`config.mk`:
```
export PLATFORM = sky130hd
export DESIGN_NAME = d_mem_arbiter_flat
export DESIGN_NICKNAME = d
export VERILOG_FILES = /design/src/rtl/d_mem_arbiter_if.sv /design/src/rtl/d_mem_arbiter.sv /design/src/flat_wrapper.sv
export SDC_FILE = /design/constraint.sdc
export NUM_CORES = 1
export LEC_CHECK = 0
export CAP_MARGIN = 0
export CORE_MARGIN = 2
export CORE_UTILIZATION = 37
export CTS_CLUSTER_SIZE = 12
export DETAILED_ROUTE_END_ITERATION = 6
export PLACE_DENSITY = 0.84
export SETUP_SLACK_MARGIN = 0.5
export SLEW_MARGIN = 30
export SYNTH_ARGS = -nofsm -noshare
export SYNTH_HDL_FRONTEND = slang
export SYNTH_SLANG_ARGS = --single-unit
```
`constraint.sdc`:
```
create_clock -name clk_i -period 2.3 [get_ports clk_i]
set_clock_uncertainty 0.05 [all_clocks]
set_input_delay 0.46 -clock clk_i [delete_from_list [all_inputs] [get_ports clk_i]]
set_output_delay 0.46 -clock clk_i [all_outputs]
set_load 0.01 [all_outputs]
```
`src/rtl/d_mem_arbiter_if.sv`:
```
`default_nettype none
//============================================================================
// Module   : d_mem_arbiter_pkg / d_mem_req_if / d_mem_bus_if
// Brief    : Shared memory-op type plus the requester and memory-side
//            interfaces used by the data-memory arbiter.
// Revision : 1.0 - initial release
//============================================================================

`ifndef D_MEMORY_ADDR_WIDTH
`define D_MEMORY_ADDR_WIDTH 16
`endif
`ifndef REG_VAL_WIDTH
`define REG_VAL_WIDTH 32
`endif

package d_mem_arbiter_pkg;
  typedef enum logic [1:0] {
    no_mem_op = 2'd0,
    mem_read  = 2'd1,
    mem_write = 2'd2
  } memory_op_t;
endpackage

// Requester side: master is the load/store unit, slave is the arbiter.
interface d_mem_req_if #(
  parameter int ADDR_W = `D_MEMORY_ADDR_WIDTH,
  parameter int DATA_W = `REG_VAL_WIDTH
);
  logic                          req_valid;
  logic                          req_ready;
  d_mem_arbiter_pkg::memory_op_t req_op;
  logic [ADDR_W-1:0]             req_addr;
  logic [DATA_W-1:0]             req_wdata;
  logic                          resp_valid;
  logic [DATA_W-1:0]             resp_rdata;

  modport master (
    output req_valid, req_op, req_addr, req_wdata,
    input  req_ready, resp_valid, resp_rdata
  );
  modport slave (
    input  req_valid, req_op, req_addr, req_wdata,
    output req_ready, resp_valid, resp_rdata
  );
endinterface

// Memory side: master is the arbiter, slave is the data memory.
interface d_mem_bus_if #(
  parameter int ADDR_W = `D_MEMORY_ADDR_WIDTH,
  parameter int DATA_W = `REG_VAL_WIDTH
);
  logic                          memory_req_valid;
  d_mem_arbiter_pkg::memory_op_t memory_req_op;
  logic [ADDR_W-1:0]             memory_req_address;
  logic [DATA_W-1:0]             memory_req_data;
  logic                          memory_ready;
  logic                          memory_ack;
  logic [DATA_W-1:0]             memory_data_return;

  modport master (
    output memory_req_valid, memory_req_op, memory_req_address, memory_req_data,
    input  memory_ready, memory_ack, memory_data_return
  );
  modport slave (
    input  memory_req_valid, memory_req_op, memory_req_address, memory_req_data,
    output memory_ready, memory_ack, memory_data_return
  );
endinterface

`default_nettype wire

```
`src/rtl/d_mem_arbiter.sv`:
```
`default_nettype none
//============================================================================
// Module   : d_mem_arbiter
// Brief    : Round-robin arbiter/sequencer between the load port (p0) and
//            the store/commit port (p1) in front of a single-outstanding
//            data memory, with a watchdog on every memory transaction.
// Revision : 1.0 - initial release
//============================================================================

`ifndef D_MEMORY_ADDR_WIDTH
`define D_MEMORY_ADDR_WIDTH 16
`endif
`ifndef REG_VAL_WIDTH
`define REG_VAL_WIDTH 32
`endif

module d_mem_arbiter
  import d_mem_arbiter_pkg::*;
#(
  parameter int ADDR_W         = `D_MEMORY_ADDR_WIDTH,
  parameter int DATA_W         = `REG_VAL_WIDTH,
  parameter int TIMEOUT_CYCLES = 64,
  parameter int TO_CNT_W       = $clog2(TIMEOUT_CYCLES + 1)
) (
  input  wire logic   clk_i,
  input  wire logic   reset_i,        // synchronous, active-low
  d_mem_req_if.slave  p0_if,
  d_mem_req_if.slave  p1_if,
  d_mem_bus_if.master mem_if,
  output logic        busy_o,
  output logic        timeout_err_o
);

  localparam logic [TO_CNT_W-1:0] TO_LAST = TO_CNT_W'(TIMEOUT_CYCLES - 1);
  localparam logic [TO_CNT_W-1:0] TO_ONE  = TO_CNT_W'(1);

  typedef enum logic [1:0] {
    ST_IDLE     = 2'd0,
    ST_ISSUE    = 2'd1,
    ST_WAIT_ACK = 2'd2,
    ST_RESP     = 2'd3
  } state_t;

  state_t              state_q;
  logic                rr_last_q;        // port granted most recently
  logic                port_q;           // port owning the current transaction
  memory_op_t          op_q;
  logic [ADDR_W-1:0]   addr_q;
  logic [DATA_W-1:0]   wdata_q;
  logic [DATA_W-1:0]   resp_data_q;
  logic [TO_CNT_W-1:0] to_cnt_q;
  logic                mem_req_valid_q;
  logic                p0_resp_valid_q;
  logic                p1_resp_valid_q;
  logic                timeout_err_q;

  logic                grant_valid;
  logic                grant_port;
  logic                accept;
  memory_op_t          sel_op;
  logic [ADDR_W-1:0]   sel_addr;
  logic [DATA_W-1:0]   sel_wdata;

  // Round-robin pick: a tie goes to the port that did not win last time.
  always_comb begin
    grant_valid = p0_if.req_valid | p1_if.req_valid;
    if (p0_if.req_valid && p1_if.req_valid) begin
      grant_port = ~rr_last_q;
    end else begin
      grant_port = p1_if.req_valid;
    end
  end

  // A grant only turns into an accept when idle and the memory can take it.
  assign accept    = (state_q == ST_IDLE) && mem_if.memory_ready && grant_valid;
  assign sel_op    = grant_port ? p1_if.req_op    : p0_if.req_op;
  assign sel_addr  = grant_port ? p1_if.req_addr  : p0_if.req_addr;
  assign sel_wdata = grant_port ? p1_if.req_wdata : p0_if.req_wdata;

  assign p0_if.req_ready = accept && !grant_port;
  assign p1_if.req_ready = accept &&  grant_port;

  assign p0_if.resp_valid = p0_resp_valid_q;
  assign p1_if.resp_valid = p1_resp_valid_q;
  assign p0_if.resp_rdata = p0_resp_valid_q ? resp_data_q : '0;
  assign p1_if.resp_rdata = p1_resp_valid_q ? resp_data_q : '0;

  // Latched request fields are held between strobes; only the valid pulses.
  assign mem_if.memory_req_valid   = mem_req_valid_q;
  assign mem_if.memory_req_op      = op_q;
  assign mem_if.memory_req_address = addr_q;
  assign mem_if.memory_req_data    = wdata_q;

  assign busy_o        = (state_q != ST_IDLE);
  assign timeout_err_o = timeout_err_q;

  // Transaction sequencer with registered strobe/response outputs.
  always_ff @(posedge clk_i) begin
    if (!reset_i) begin
      state_q         <= ST_IDLE;
      rr_last_q       <= 1'b1;
      port_q          <= 1'b0;
      op_q            <= no_mem_op;
      addr_q          <= '0;
      wdata_q         <= '0;
      resp_data_q     <= '0;
      to_cnt_q        <= '0;
      mem_req_valid_q <= 1'b0;
      p0_resp_valid_q <= 1'b0;
      p1_resp_valid_q <= 1'b0;
      timeout_err_q   <= 1'b0;
    end else begin
      mem_req_valid_q <= 1'b0;
      p0_resp_valid_q <= 1'b0;
      p1_resp_valid_q <= 1'b0;
      case (state_q)
        ST_IDLE: begin
          if (accept) begin
            op_q      <= sel_op;
            addr_q    <= sel_addr;
            wdata_q   <= sel_wdata;
            port_q    <= grant_port;
            rr_last_q <= grant_port;
            if (sel_op == no_mem_op) begin
              // Nothing to send to memory: complete straight away.
              resp_data_q     <= '0;
              p0_resp_valid_q <= ~grant_port;
              p1_resp_valid_q <= grant_port;
              state_q         <= ST_RESP;
            end else begin
              mem_req_valid_q <= 1'b1;
              state_q         <= ST_ISSUE;
            end
          end
        end
        ST_ISSUE: begin
          to_cnt_q <= '0;
          state_q  <= ST_WAIT_ACK;
        end
        ST_WAIT_ACK: begin
          if (mem_if.memory_ack) begin
            // An ack on the expiry cycle still counts as a good completion.
            resp_data_q     <= (op_q == mem_read) ? mem_if.memory_data_return : '0;
            p0_resp_valid_q <= ~port_q;
            p1_resp_valid_q <= port_q;
            state_q         <= ST_RESP;
          end else if (to_cnt_q == TO_LAST) begin
            resp_data_q     <= '0;
            timeout_err_q   <= 1'b1;
            p0_resp_valid_q <= ~port_q;
            p1_resp_valid_q <= port_q;
            state_q         <= ST_RESP;
          end else begin
            to_cnt_q <= to_cnt_q + TO_ONE;
          end
        end
        ST_RESP: begin
          state_q <= ST_IDLE;
        end
        default: begin
          state_q <= ST_IDLE;
        end
      endcase
    end
  end

endmodule

`default_nettype wire
```
`src/flat_wrapper.sv`:
```
// flat-port wrapper written by rule: the top's interface ports become plain ports
module d_mem_arbiter_flat import d_mem_arbiter_pkg::*;
#(
  parameter int ADDR_W         = `D_MEMORY_ADDR_WIDTH,
  parameter int DATA_W         = `REG_VAL_WIDTH,
  parameter int TIMEOUT_CYCLES = 64,
  parameter int TO_CNT_W       = $clog2(TIMEOUT_CYCLES + 1)
)
  (clk_i, reset_i, busy_o, timeout_err_o, p0_if_req_valid, p0_if_req_op, p0_if_req_addr, p0_if_req_wdata, p0_if_req_ready, p0_if_resp_valid, p0_if_resp_rdata, p1_if_req_valid, p1_if_req_op, p1_if_req_addr, p1_if_req_wdata, p1_if_req_ready, p1_if_resp_valid, p1_if_resp_rdata, mem_if_memory_req_valid, mem_if_memory_req_op, mem_if_memory_req_address, mem_if_memory_req_data, mem_if_memory_ready, mem_if_memory_ack, mem_if_memory_data_return);
  d_mem_req_if #(.ADDR_W(ADDR_W), .DATA_W(DATA_W)) p0_if_i ();
  d_mem_req_if #(.ADDR_W(ADDR_W), .DATA_W(DATA_W)) p1_if_i ();
  d_mem_bus_if #(.ADDR_W(ADDR_W), .DATA_W(DATA_W)) mem_if_i ();
  input  wire logic clk_i;
  input  wire logic reset_i;
  output logic busy_o;
  output logic timeout_err_o;
  input wire logic [$bits(p0_if_i.req_valid)-1:0] p0_if_req_valid;
  input wire logic [$bits(p0_if_i.req_op)-1:0] p0_if_req_op;
  input wire logic [$bits(p0_if_i.req_addr)-1:0] p0_if_req_addr;
  input wire logic [$bits(p0_if_i.req_wdata)-1:0] p0_if_req_wdata;
  output wire logic [$bits(p0_if_i.req_ready)-1:0] p0_if_req_ready;
  output wire logic [$bits(p0_if_i.resp_valid)-1:0] p0_if_resp_valid;
  output wire logic [$bits(p0_if_i.resp_rdata)-1:0] p0_if_resp_rdata;
  input wire logic [$bits(p1_if_i.req_valid)-1:0] p1_if_req_valid;
  input wire logic [$bits(p1_if_i.req_op)-1:0] p1_if_req_op;
  input wire logic [$bits(p1_if_i.req_addr)-1:0] p1_if_req_addr;
  input wire logic [$bits(p1_if_i.req_wdata)-1:0] p1_if_req_wdata;
  output wire logic [$bits(p1_if_i.req_ready)-1:0] p1_if_req_ready;
  output wire logic [$bits(p1_if_i.resp_valid)-1:0] p1_if_resp_valid;
  output wire logic [$bits(p1_if_i.resp_rdata)-1:0] p1_if_resp_rdata;
  output wire logic [$bits(mem_if_i.memory_req_valid)-1:0] mem_if_memory_req_valid;
  output wire logic [$bits(mem_if_i.memory_req_op)-1:0] mem_if_memory_req_op;
  output wire logic [$bits(mem_if_i.memory_req_address)-1:0] mem_if_memory_req_address;
  output wire logic [$bits(mem_if_i.memory_req_data)-1:0] mem_if_memory_req_data;
  input wire logic [$bits(mem_if_i.memory_ready)-1:0] mem_if_memory_ready;
  input wire logic [$bits(mem_if_i.memory_ack)-1:0] mem_if_memory_ack;
  input wire logic [$bits(mem_if_i.memory_data_return)-1:0] mem_if_memory_data_return;
  assign p0_if_i.req_valid = p0_if_req_valid;
  assign p0_if_i.req_op = p0_if_req_op;
  assign p0_if_i.req_addr = p0_if_req_addr;
  assign p0_if_i.req_wdata = p0_if_req_wdata;
  assign p0_if_req_ready = p0_if_i.req_ready;
  assign p0_if_resp_valid = p0_if_i.resp_valid;
  assign p0_if_resp_rdata = p0_if_i.resp_rdata;
  assign p1_if_i.req_valid = p1_if_req_valid;
  assign p1_if_i.req_op = p1_if_req_op;
  assign p1_if_i.req_addr = p1_if_req_addr;
  assign p1_if_i.req_wdata = p1_if_req_wdata;
  assign p1_if_req_ready = p1_if_i.req_ready;
  assign p1_if_resp_valid = p1_if_i.resp_valid;
  assign p1_if_resp_rdata = p1_if_i.resp_rdata;
  assign mem_if_memory_req_valid = mem_if_i.memory_req_valid;
  assign mem_if_memory_req_op = mem_if_i.memory_req_op;
  assign mem_if_memory_req_address = mem_if_i.memory_req_address;
  assign mem_if_memory_req_data = mem_if_i.memory_req_data;
  assign mem_if_i.memory_ready = mem_if_memory_ready;
  assign mem_if_i.memory_ack = mem_if_memory_ack;
  assign mem_if_i.memory_data_return = mem_if_memory_data_return;
  d_mem_arbiter #(.ADDR_W(ADDR_W), .DATA_W(DATA_W), .TIMEOUT_CYCLES(TIMEOUT_CYCLES), .TO_CNT_W(TO_CNT_W)) u_core (.clk_i(clk_i), .reset_i(reset_i), .p0_if(p0_if_i), .p1_if(p1_if_i), .mem_if(mem_if_i), .busy_o(busy_o), .timeout_err_o(timeout_err_o));
endmodule
```
# Word level (Yosys, flattened, before mapping)

Cells that the tools add are included.

Output and inout port bits: 121
Logic and storage cells: 76
Input bits: 138
Flip-flop bits (word level): 97

Eq/ne operators: 10
Bitwise logic cells: 5
Mux-type cells: 31
Add/subtract/negate cells: 1
Reduce and logical (&&, ||, !) cells: 17

Operators with widths:

| cell                                                | number |
|---|---|
| two-way mux 32 bit                                  | 8 |
| one-hot mux 32 bit (2 select lines)                 | 1 |
| two-way mux 16 bit                                  | 1 |
| two-way mux 7 bit                                   | 2 |
| one-hot mux 7 bit (2 select lines)                  | 1 |
| two-way mux 1 bit                                   | 10 |
| two-way mux 2 bit                                   | 5 |
| AND reduction 3 bit                                 | 3 |
| one-hot mux 2 bit (4 select lines)                  | 1 |
| adder 7 x 1 -> 7 bit, second input constant         | 1 |
| equality test 7 x 6 -> 1 bit, second input constant | 1 |
| != test 2 bit, second input constant                | 3 |
| nonzero test 2 bit                                  | 3 |
| logical AND 1 bit                                   | 5 |
| equality test 2 x 1 -> 1 bit, second input constant | 2 |
| equality test 2 bit, second input constant          | 2 |
| zero test 2 bit                                     | 2 |
| inverter 1 bit                                      | 4 |
| one-hot mux 1 bit (2 select lines)                  | 2 |
| AND reduction 2 bit                                 | 2 |
| AND reduction 4 bit                                 | 1 |
| != test 3 x 2 -> 1 bit, second input constant       | 1 |
| != test 2 x 1 -> 1 bit, second input constant       | 1 |
| zero test 1 bit                                     | 1 |
| bitwise OR 1 bit                                    | 1 |

# Longest topological paths before layout

Gate-level depths: netlist (run 1).

Depth after elaboration: 7
Gate-level depth with buffers: 9
Depth with buffers taken out: 6

# Worst setup path before layout (run 1)

Ideal clock, no wire load.

Kind: reg-to-reg
From: register u_core.state_q[0]
To: register u_core.resp_data_q[0]
Cell stages (with the launch flop): 10
Buffers on the path: 3
Arrival: 1675 ps
Required time: 2133 ps
Setup slack: 458 ps
Cells stage by stage: dfxtp_1 > inv_1 > ha_1 > buf_2 > o21ai_0 > mux2_1 > and3_1 > buf_6 > buf_6 > a22o_1

Word-level cells in the longest chain between the ends: 5

RTL lines:

| element                                 | line                                      | text |
|---|---|---|
| start: declaration                      | d_mem_arbiter.sv:44                       | `state_t state_q;` |
| start signal: assignment                | d_mem_arbiter.sv:100                      | `state_q <= ST_IDLE;` |
| start signal: assignment                | d_mem_arbiter.sv:129                      | `state_q <= ST_RESP;` |
| start signal: assignment                | d_mem_arbiter.sv:132                      | `state_q <= ST_ISSUE;` |
| zero test 2 bit                         | d_mem_arbiter.sv:75, d_mem_arbiter.sv:116 |  |
| logical AND 1 bit (2 in series)         | d_mem_arbiter.sv:75                       | `assign accept = (state_q == ST_IDLE) && mem_if.memory_ready && grant_valid;` |
| != test 2 x 1 -> 1 bit (no source line) | --                                        |  |
| AND reduction 4 bit (no source line)    | --                                        |  |
| end signal: assignment                  | d_mem_arbiter.sv:143                      | `resp_data_q <= (op_q == mem_read) ? mem_if.memory_data_return : '0;` |
| end: declaration                        | d_mem_arbiter.sv:50                       | `logic [DATA_W-1:0] resp_data_q;` |

Parallel ways exist; a longest one is shown, timed or not.
A chain may end at the register's enable or synchronous reset.

# Final worst setup path (run 1)

From: register u_core.to_cnt_q[1]
To: register u_core.resp_data_q[22]

Word-level cells in the longest chain between the ends: 3

RTL lines:

| element                                 | line                 | text |
|---|---|---|
| start: declaration                      | d_mem_arbiter.sv:51  | `logic [TO_CNT_W-1:0] to_cnt_q;` |
| start signal: assignment                | d_mem_arbiter.sv:154 | `to_cnt_q <= to_cnt_q + TO_ONE;` |
| equality test 7 x 6 -> 1 bit            | d_mem_arbiter.sv:147 | `end else if (to_cnt_q == TO_LAST) begin` |
| != test 3 x 2 -> 1 bit (no source line) | --                   |  |
| AND reduction 4 bit (no source line)    | --                   |  |

Every way passes these cells.

==> results of run 1 <==
-- worst register-to-register path, cell delays in order, from the launching register on --
cell                        delay [ns]
sky130_fd_sc_hd__dfxtp_4          0.36
sky130_fd_sc_hd__ha_4             0.15
sky130_fd_sc_hd__and4b_4          0.20
sky130_fd_sc_hd__a211o_1          0.35
sky130_fd_sc_hd__a31oi_4          0.20
sky130_fd_sc_hd__buf_6            0.16
sky130_fd_sc_hd__clkbuf_16        0.15
sky130_fd_sc_hd__a22o_1           0.13
-- placed cells by master (no fill, tap or decap), types with 4 or more instances in the layout --
master / count
sky130_fd_sc_hd__clkdlybuf4s50_1: 143
sky130_fd_sc_hd__dfxtp_1: 91
sky130_fd_sc_hd__and2_1: 61
sky130_fd_sc_hd__nor2_1: 57
sky130_fd_sc_hd__a222oi_1: 48
sky130_fd_sc_hd__buf_2: 41
sky130_fd_sc_hd__a22o_1: 32
sky130_fd_sc_hd__dlymetal6s2s_1: 29
sky130_fd_sc_hd__clkbuf_2: 22
sky130_fd_sc_hd__dlygate4sd2_1: 18
sky130_fd_sc_hd__buf_4: 15
sky130_fd_sc_hd__nand2_1: 10
sky130_fd_sc_hd__buf_6: 10
sky130_fd_sc_hd__clkbuf_8: 9
sky130_fd_sc_hd__buf_12: 8
sky130_fd_sc_hd__nand3_1: 6
sky130_fd_sc_hd__mux2i_1: 5
sky130_fd_sc_hd__a21oi_1: 5
sky130_fd_sc_hd__and2_4: 4
sky130_fd_sc_hd__o21ai_0: 4
sky130_fd_sc_hd__buf_16: 4
-- registers in the layout, summed over array words and instances (netlist names) --
name	cells
u_core.state_q	2
u_core.to_cnt_q	7
u_core.p0_if.resp_valid	1
u_core.mem_if.memory_req_valid	1
u_core.port_q	1
u_core.timeout_err_o	1
u_core.resp_data_q	32
u_core.mem_if.memory_req_address	16
u_core.p1_if.resp_valid	1
u_core.rr_last_q	1
u_core.mem_if.memory_req_data	32
u_core.mem_if.memory_req_op	2
-- cell type report --
cell class	count	area [µm²]
Clock inverter	7	119
Inverter	8	32.5
Sequential cell	97	1960
Multi-Input combinational cell	271	1970
Tap cell	140	175
Fill cell	850	3540
Timing Repair Buffer	294	2820
Clock buffer	9	124
-- cells by family (layout without fill, tap and decap cells) --
| logic type | Yosys count | count (layout) | synth area share (%) |
|---|---|---|---|
| and+or+nand+nor | 150 | 150 | 19.0 |
| AOI/OAI and AO/OA | 108 | 108 | 24.2 |
| DFF | 97 | 97 | 47.9 |
| buffers and inverters | 46 | 318 | 5.34 |
| muxes | 8 | 8 | 2.07 |
| adders and majority gates | 5 | 5 | 1.54 |
-- where the power goes --
part / total, mW / internal (mW) / switching [mW] / leakage [nW]
clock: 1.31 / 0.722 / 0.589 / 0.115
sequential: 1.97 / 1.85 / 0.115 / 0.792
combinational: 1.59 / 0.871 / 0.721 / 2.61
-- per-layer routing --
| layer | track usage, % | share of wire, % |
|---|---|---|
| met5 | 0 | 0 |
| met3 | 7.65 | 10 |
| met1 | 27.9 | 38 |
| met4 | 11.4 | 2.8 |
| met2 | 40.4 | 49 |
-- stage by stage --
stage,hold WS [ns],std cells,TNS (ns),worst slack [ns],area (µm²)
final,0.410,826,0,0.493,7200
after global routing,0.433,826,0,0.425,7200
after CTS,0.413,820,0,0.449,7180
after detailed placement,0.397,788,-2.93,-0.132,6800
after global placement,0.380,788,-2.38,-0.142,6800
after floorplan,0.370,414,0,0.531,4080
-- path summary, 6_finish.rpt --
| check | startpoint | to | slack, ns | depth (start not counted) |
|---|---|---|---|---|
| setup / recovery | u_core.to_cnt_q[1] | u_core.resp_data_q[22] | 0.49 | 7 |
| hold / removal | u_core.to_cnt_q[6] | u_core.to_cnt_q[6] | 0.41 | 2 |
| setup reg to reg | u_core.to_cnt_q[1] | u_core.resp_data_q[22] | 0.49 | 7 |
| hold reg to reg | u_core.to_cnt_q[6] | u_core.to_cnt_q[6] | 0.41 | 2 |
-- repair_timing --
action,CTS,global route
pin swaps,5,11
gates cloned,4,1
buffers inserted,12,5
setup endpoints to repair,167,130
gates resized for setup,265,74
==> qor.tcl, run 1 <==
set qor(dr_total_vias) 4592
set qor(detail_route.wl_per_cell_um) 18.8
set qor(worst-setup-path-type) {flop to flop}
set qor(routed_wirelength_um) 15500
set qor(seq_area_frac_synth_pct) 47.9
set qor(setup-violations-final) 0
set qor(cts_root_buffer) {sky130_fd_sc_hd__clkbuf_8}
set qor(worstSetupEndpointType) {flop}
set qor(initial_core_utilization_pct) 37.8
set qor(grt_max_degree) 58
set qor(post-synth-top-area-fraction_pct) 47.9
set qor(first_pass_grt_wire_length_um) 22200
set qor(worst_skew_pair.late_latency_ns) 0.35
set qor(mappedNetlistArea_um2) 4060
set qor(synth_edf_count) 0
set qor(core.rowCount) 38
set qor(cts-hold-fix-buffers) 0
set qor(htree_levels) 3
set qor(worst-slew-pin-transition_ns) 0.507
set qor(drive_above_1_share_pct) 21.4
set qor(yosys.cell_count.top_type) {sky130_fd_sc_hd__dfxtp_1}
set qor(final_util_pct) 67.0
set qor(tritoncts) {built}
set qor(most_frequently_used_flop_master_after_synthesis) {sky130_fd_sc_hd__dfxtp_1}
set qor(drt-vias-per-instance) 5.56
set qor(min_period_ns) 1.81
set qor(floorplan.die.width_um) 109
set qor(netlist_instances) 414
set qor(worst_ir_drop_vdd_mv) 0.366
set qor(tritoncts.num_buffers) 9
set qor(yosys_warnings) 0
set qor(cpMaxStageDelayCell) {sky130_fd_sc_hd__dfxtp_4}
set qor(critPathBufInv) 2
set qor(number_of_global_route_vias_before_repair) 4274
set qor(insertedDiodeCount) 0
set qor(avgSynthCellArea_um2) 9.80
set qor(cts_buffer_depth) 2
set qor(timing.critical_path.slowest_cell_delay_ns) 0.36
set qor(syn_nets) 557
set qor(outcome) {finished with violations}
set qor(finalCritPeriodShare_pct) 78.6
set qor(critical_path.cell_chain) {ha_4 > and4b_4 > a211o_1 > a31oi_4 > buf_6 > clkbuf_16 > a22o_1}
set qor(cts_sinks) 97
set qor(grt_overflow) 0
set qor(rsz0062_at_grt) {yes}
set qor(maxSlewViolCount) 0
set qor(buffer_ports.inserted) 258
set qor(synth_largest_area_cell) {sky130_fd_sc_hd__dfxtp_1}
set qor(grt_use_total_pct) 24.1
set qor(finish.net_count) 824
set qor(synthTopCellsByCount) {97 x sky130_fd_sc_hd__dfxtp_1, 65 x sky130_fd_sc_hd__and2_1, 57 x sky130_fd_sc_hd__nor2_1}
set qor(floorplan.die_area_um2) 11800
set qor(achievable_frequency_mhz) 553
set qor(detail_route.first_pass.iterations) 7
set qor(worst_path_max_fanout) 8
set qor(detailedRoute.firstIterationViolations) 470
set qor(synth_async_sr_flop_share_pct) 0
set qor(ys_ff_latch) 97
set qor(data_arrival_time_at_the_worst_slack_endpoint_ns) 2.06
set qor(netlist-cell-type-count) 38
set qor(hold_viol) 0
set qor(antenna_left) 0
set qor(drc) 3
set qor(hpwl_detailed_um) 10100
set qor(path_category_of_the_worst_min_delay_check) {flop to flop}
set qor(power.density_cell_area_nw_per_um2) 676
set qor(total_power_mw) 4.87
set qor(yosys-top-cells-area) {sky130_fd_sc_hd__dfxtp_1 48%, sky130_fd_sc_hd__a222oi_1 12%, sky130_fd_sc_hd__and2_1 10%}
set qor(timing.slew.headroom_pct) 66.2
set qor(num_io_pins) 259
set qor(cap_viol_max_count) 0
set qor(gp_congestion) 0.764
set qor(p_leak_nw) 3.52
set qor(failed_checks) {DRC}
set qor(timing.critical_path.required_ns) 2.55
set qor(fp.dieH_um) 109
set qor(antenna_found_initial) 0
set qor(clk_transition_reported_paths_ns) 0.09
set qor(core_region_area_um2) 10700
set qor(setup.worst_path.start_class) {flop}
set qor(critical-path-top-delay-family) {compound AO/OA/AOI/OAI gates}
set qor(syn2layout_area_growth_pct) 77.5
Power figures use the tool's default switching activity.
==> run 2, diff against run 1 <==
==> constraint.sdc (replaced) <==
create_clock -name clk_i -period 1.8 [get_ports clk_i]
set_clock_uncertainty 0.05 [all_clocks]
set_input_delay 0.36 -clock clk_i [delete_from_list [all_inputs] [get_ports clk_i]]
set_output_delay 0.36 -clock clk_i [all_outputs]
set_load 0.01 [all_outputs]
==> qor.tcl, run 2 (synthesis results as in run 1) <==
set qor(cts-hold-fix-buffers) 0
set qor(grt_max_degree) 58
set qor(cp_common_cell) {sky130_fd_sc_hd__buf_6}
set qor(achievable_frequency_mhz) 540
set qor(timing.critical_path.slowest_cell_delay_ns) 0.34
set qor(hold_end) {u_core.to_cnt_q[6]}
set qor(outcome) {finished with violations}
set qor(final_common_cell) {sky130_fd_sc_hd__clkdlybuf4s50_1}
set qor(number_of_global_route_vias_before_repair) 4632
set qor(syn2layout_area_growth_pct) 103
set qor(tritoncts) {built}
set qor(timing.slew.headroom_pct) 76.2
set qor(antenna_left) 0
set qor(core.rowCount) 38
set qor(placed_area_um2) 6890
set qor(gp_congestion) 0.769
set qor(first_pass_grt_wire_length_um) 23900
set qor(grt_use_total_pct) 26.0
set qor(routed_wirelength_um) 20200
set qor(buffer_ports.inserted) 258
set qor(tritoncts.num_buffers) 9
set qor(cts_root_buffer) {sky130_fd_sc_hd__clkbuf_8}
set qor(timing.critical_path.required_ns) 2.06
set qor(hpwl_detailed_um) 10300
set qor(detail_route.wl_per_cell_um) 23.3
set qor(finish.net_count) 865
set qor(drt-vias-per-instance) 5.87
set qor(worst-setup-path-type) {flop to flop}
set qor(p_leak_nw) 3.55
set qor(maxSlewViolCount) 0
set qor(cap_viol_max_count) 0
set qor(power.density_cell_area_nw_per_um2) 840
set qor(num_io_pins) 259
set qor(timing.hold.worst_path_depth) 2
set qor(detailedRoute.firstIterationViolations) 605
set qor(path_category_of_the_worst_min_delay_check) {flop to flop}
set qor(dr_total_vias) 5092
set qor(final_cell_area_um2) 8250
set qor(reg2reg_setup_slack_ns) -0.05
set qor(layout_common_cells) {134 x sky130_fd_sc_hd__clkdlybuf4s50_1, 90 x sky130_fd_sc_hd__buf_6, 64 x sky130_fd_sc_hd__and2_4, 64 x sky130_fd_sc_hd__dfxtp_1, 55 x sky130_fd_sc_hd__nor2_1}
set qor(initial_core_utilization_pct) 37.8
set qor(setup_slack_ns) -0.0508
set qor(data_arrival_time_at_the_worst_slack_endpoint_ns) 2.11
set qor(detail_route.first_pass.iterations) 7
set qor(drc) 2
set qor(fp.dieH_um) 109
set qor(depth_of_the_worst_register_to_register_path) 9
set qor(floorplan.die.width_um) 109
set qor(worst_hold_startpoint) {u_core.to_cnt_q[6]}
set qor(failed_checks) {DRC, setup timing}
set qor(fillers) 673
set qor(setup-violations-final) 17
set qor(critPathBufInv) 4
set qor(antenna_found_initial) 0
set qor(critical_path.reg2reg.startpoint) {u_core.state_q[0]}
set qor(hold_slack_ns) 0.430
set qor(floorplan.die_area_um2) 11800
set qor(core_region_area_um2) 10700
set qor(cts_sinks) 97
set qor(hold_viol) 0
set qor(preCtsSetupSlack_ns) -0.450
set qor(htree_levels) 3
set qor(setup.worst_path.start_class) {flop}
set qor(clk_transition_reported_paths_ns) 0.09
set qor(critical-path-top-delay-family) {buffers and inverters}
set qor(worst_ir_drop_vdd_mv) 0.556
set qor(grt_overflow) 0
set qor(aggregate_negative_setup_slack_ns) -0.322
set qor(drive_above_1_share_pct) 47.6
set qor(worst-slew-pin-transition_ns) 0.356
set qor(worst_path_max_fanout) 8
set qor(cts_buffer_depth) 2
set qor(worstSetupEndpointType) {flop}
set qor(insertedDiodeCount) 0
set qor(worst_skew_pair.late_latency_ns) 0.37
set qor(rsz0062_at_grt) {yes}
set qor(cpMaxStageDelayCell) {sky130_fd_sc_hd__dfxtp_2}
set qor(capture_instance_of_the_worst_register_to_register_path) {u_core.resp_data_q[13]}
set qor(min_period_ns) 1.85
set qor(critical_path.cell_chain) {inv_4 > ha_4 > buf_6 > o21ai_1 > mux2_4 > a31oi_4 > buf_6 > clkbuf_16 > a22o_1}
set qor(finalCritPeriodShare_pct) 103
## run 2: changes by cell type in the layout (fill, tap and decap cells not counted), moves of 16 or more
| cell | delta |
|---|---|
| sky130_fd_sc_hd__and2_4 | +60 |
| sky130_fd_sc_hd__buf_2 | -41 |
| sky130_fd_sc_hd__dlygate4sd2_1 | -16 |
| sky130_fd_sc_hd__dfxtp_2 | +24 |
| sky130_fd_sc_hd__and2_1 | -61 |
| sky130_fd_sc_hd__buf_6 | +80 |
| sky130_fd_sc_hd__clkbuf_2 | +26 |
| sky130_fd_sc_hd__dlymetal6s2s_1 | -27 |
| sky130_fd_sc_hd__dfxtp_1 | -27 |
## run 2: worst min-delay path, delay by kind of cell (launching register included)
family | cells | cell delay (ns)
AND/OR/NAND/NOR | 1 | 0.07
flip-flops | 1 | 0.32
AO/OA/AOI/OAI | 1 | 0.05
## run 2: power breakdown
| part | switching (mW) | internal [mW] | total [mW] |
|---|---|---|---|
| sequential | 0.165 | 2.39 | 2.55 |
| combinational | 1.25 | 1.49 | 2.74 |
| clock | 0.783 | 0.855 | 1.64 |
## run 2: timing repair
item | in CTS | in global routing
setup endpoints to repair | 218 | 218
gates resized for setup | 331 | 307
endpoints found under the hold margin | 0 | 0
gates cloned | 6 | 19
pin swaps | 32 | 44
setup buffers | 16 | 16
## run 2: area by class of cell
type | instances | area [µm²] | share of cell area, %
repair buffers | 333 | 3550 | 43.0
multi-input cells | 273 | 2250 | 27.3
flip-flops and latches | 97 | 2000 | 24.2
well taps | 140 | 175 | 2.12
clock buffers | 11 | 151 | 1.84
clock inverters | 5 | 77.6 | 0.941
inverters | 8 | 42.5 | 0.516
## run 2: metrics by stage
step                instances  util (%)  total power, mW
global placement          794      64.1             4.36
detailed placement        794      64.1             4.42
global route              867      76.7             7.18
floorplan                 414         -             3.46
CTS                       832      70.2             6.36
finish                    867      76.7             6.93
## run 2: worst max path at each step
| stage | startpoint | endpoint | slack (ns) | depth (start not counted) |
|---|---|---|---|---|
| after floorplan | u_core.state_q[1] | u_core.resp_data_q[0] | 0.10 | 9 |
| after CTS | u_core.state_q[0] | p1_if_req_ready | 0.01 | 6 |
| after detailed placement | p0_if_req_valid | p1_if_req_ready | -0.45 | 5 |
| after global placement | p0_if_req_valid | p1_if_req_ready | -0.44 | 5 |
| after global routing | u_core.state_q[0] | u_core.resp_data_q[13] | -0.08 | 9 |
| final | u_core.state_q[0] | u_core.resp_data_q[13] | -0.05 | 9 |
## run 2: metal layers
layer	GRT usage, %	share of wire (%)
met3	9.03	9.7
met4	12.0	4.0
met2	46.5	50
met1	27.3	36
met5	0	0
==> run 3, diff against run 2 <==
--- a/config.mk
+++ b/config.mk
@@ -12,6 +12,7 @@
 export DETAILED_ROUTE_END_ITERATION = 6
 export PLACE_DENSITY = 0.84
 export SETUP_SLACK_MARGIN = 0.5
+export SKIP_CTS_REPAIR_TIMING = 1
 export SLEW_MARGIN = 30
 export SYNTH_ARGS = -nofsm -noshare
 export SYNTH_HDL_FRONTEND = slang
==> qor.tcl, run 3 (synthesis results as in run 1) <==
set qor(outcome) {finished with violations}
set qor(failed_checks) {DRC, setup timing}
set qor(maxSlewViolCount) 0
set qor(setup.worst_path.start_class) {flop}
set qor(buffer_ports.inserted) 258
set qor(drive_above_1_share_pct) 44.7
set qor(grt_max_degree) 58
set qor(setup-violations-final) 32
set qor(data_arrival_time_at_the_worst_slack_endpoint_ns) 2.10
set qor(floorplan.die.width_um) 109
set qor(pwr-share-seq_pct) 39.0
set qor(antenna_left) 0
set qor(worst-setup-path-type) {flop to flop}
set qor(achievable_frequency_mhz) 526
set qor(timing.critical_path.slowest_cell_delay_ns) 0.37
set qor(place_inst) 794
set qor(detail_route.first_pass.iterations) 7
set qor(path_category_of_the_worst_min_delay_check) {flop to flop}
set qor(worst-slew-pin-transition_ns) 0.436
set qor(finalCritPeriodShare_pct) 106
set qor(core.rowCount) 38
set qor(netSwitchingFraction_pct) 31.2
set qor(worstSetupEndpointType) {flop}
set qor(initial_core_utilization_pct) 37.8
set qor(detail_route.wl_per_cell_um) 21.8
set qor(preCtsSetupSlack_ns) -0.450
set qor(p_leak_nw) 3.39
set qor(finish.cell_count_without_fillers) 845
set qor(layout_common_cells) {135 x sky130_fd_sc_hd__clkdlybuf4s50_1, 76 x sky130_fd_sc_hd__buf_6, 64 x sky130_fd_sc_hd__dfxtp_1}
set qor(routed_wirelength_um) 18400
set qor(tritoncts.num_buffers) 9
set qor(clk_transition_reported_paths_ns) 0.10
set qor(drc) 1
set qor(power.density_cell_area_nw_per_um2) 836
set qor(htree_levels) 3
set qor(grt_use_total_pct) 22.7
set qor(detailedRoute.firstIterationViolations) 467
set qor(gp_congestion) 0.769
set qor(min_period_ns) 1.90
set qor(hold_viol) 0
set qor(dr_total_vias) 4860
set qor(insertedDiodeCount) 0
set qor(antenna_found_initial) 0
set qor(worst_path_max_fanout) 6
set qor(tritoncts) {built}
set qor(first_pass_grt_wire_length_um) 21200
set qor(num_io_pins) 259
set qor(worst_ir_drop_vdd_mv) 0.647
set qor(fp.dieH_um) 109
set qor(core_region_area_um2) 10700
set qor(cap_viol_max_count) 0
set qor(critical_path.reg2reg.startpoint) {u_core.to_cnt_q[1]}
set qor(grt_overflow) 0
set qor(final_common_cell) {sky130_fd_sc_hd__clkdlybuf4s50_1}
set qor(clock_power_share_pct) 24.9
set qor(hold_slack_ns) 0.446
set qor(worst_skew_pair.late_latency_ns) 0.37
set qor(cpMaxStageDelayCell) {sky130_fd_sc_hd__dfxtp_4}
set qor(power.net_switching_mw) 2.05
set qor(cts_buffer_depth) 2
set qor(drt-vias-per-instance) 5.75
set qor(worst_hold_startpoint) {u_core.mem_if.memory_req_data[8]}
set qor(cts_root_buffer) {sky130_fd_sc_hd__clkbuf_8}
set qor(cp_common_cell) {sky130_fd_sc_hd__buf_6}
set qor(timing.critical_path.required_ns) 2.00
set qor(final_cell_area_um2) 7880
set qor(critical_path.cell_chain) {ha_4 > and4b_4 > a211o_1 > buf_6 > buf_6 > o21ai_0 > a21oi_1}
set qor(fillers) 727
set qor(worst_setup_path_startpoint) {u_core.to_cnt_q[1]}
set qor(power.internal_mw) 4.53
set qor(placed_area_um2) 6890
set qor(syn2layout_area_growth_pct) 94.2
set qor(hpwl_detailed_um) 10300
set qor(rsz0062_at_grt) {yes}
set qor(timing.slew.headroom_pct) 70.7
set qor(floorplan.die_area_um2) 11800
set qor(finish.net_count) 843
set qor(critical-path-top-delay-family) {compound AO/OA/AOI/OAI gates}
set qor(combPwrFrac_pct) 36.1
set qor(reg2reg_setup_slack_ns) -0.10
set qor(critPathBufInv) 2
set qor(setup_slack_ns) -0.102
set qor(number_of_global_route_vias_before_repair) 4248
set qor(cts_sinks) 97
## run 3: changes by cell type in the layout (fill, tap and decap cells not counted), moves of 3 or more
cell                      change
sky130_fd_sc_hd__dfxtp_4      +3
sky130_fd_sc_hd__buf_6       -14
sky130_fd_sc_hd__and2_1       +3
sky130_fd_sc_hd__buf_16       -5
sky130_fd_sc_hd__dfxtp_2      -3
sky130_fd_sc_hd__buf_4        -5
## run 3: worst paths after layout
path	cells after the start	endpoint
min reg2reg	2	u_core.mem_if.memory_req_data[8]
min	2	u_core.mem_if.memory_req_data[8]
max	7	u_core.to_cnt_q[2]
max reg2reg	7	u_core.to_cnt_q[2]
## run 3: layout make-up
class / instances / area, µm² / area share (%)
clock buffers: 11 / 151 / 1.92
clock inverters: 5 / 77.6 / 0.985
inverters: 8 / 37.5 / 0.477
multi-input cells: 272 / 2200 / 28.0
flip-flops and latches: 97 / 2010 / 25.5
well taps: 140 / 175 / 2.22
repair buffers: 312 / 3230 / 41.0
## run 3: per-stage QoR
stage	TNS [ns]	utilization (%)	power [mW]
detailed placement	-32.97	64.1	4.42
floorplan	0	-	3.46
finish	-0.510	73.3	6.59
CTS	-15.66	66.3	6.04
global route	-2.54	73.3	6.85
global placement	-26.75	64.1	4.36
## run 3: worst register-to-register path, stage by stage (launching register included)
cell                      delay, ns
sky130_fd_sc_hd__dfxtp_4       0.37
sky130_fd_sc_hd__ha_4          0.16
sky130_fd_sc_hd__and4b_4       0.19
sky130_fd_sc_hd__a211o_1       0.36
sky130_fd_sc_hd__buf_6         0.16
sky130_fd_sc_hd__buf_6         0.12
sky130_fd_sc_hd__o21ai_0       0.25
sky130_fd_sc_hd__a21oi_1       0.13
## run 3: power by group through the flow
stage | registers, mW | logic, mW | clock network, mW
finish | 2.57 | 2.38 | 1.64
global route | 2.59 | 2.52 | 1.74
CTS | 2.51 | 1.88 | 1.65
detailed placement | 2.55 | 1.87 | 0
global placement | 2.54 | 1.81 | 0
floorplan | 2.62 | 0.841 | 0
## run 3: layer usage
metal | wire (µm) | global-route usage (%)
met1 | 6490 | 26.2
met4 | 614 | 9.34
met5 | 0 | 0
met3 | 1820 | 7.53
met2 | 9510 | 38.8
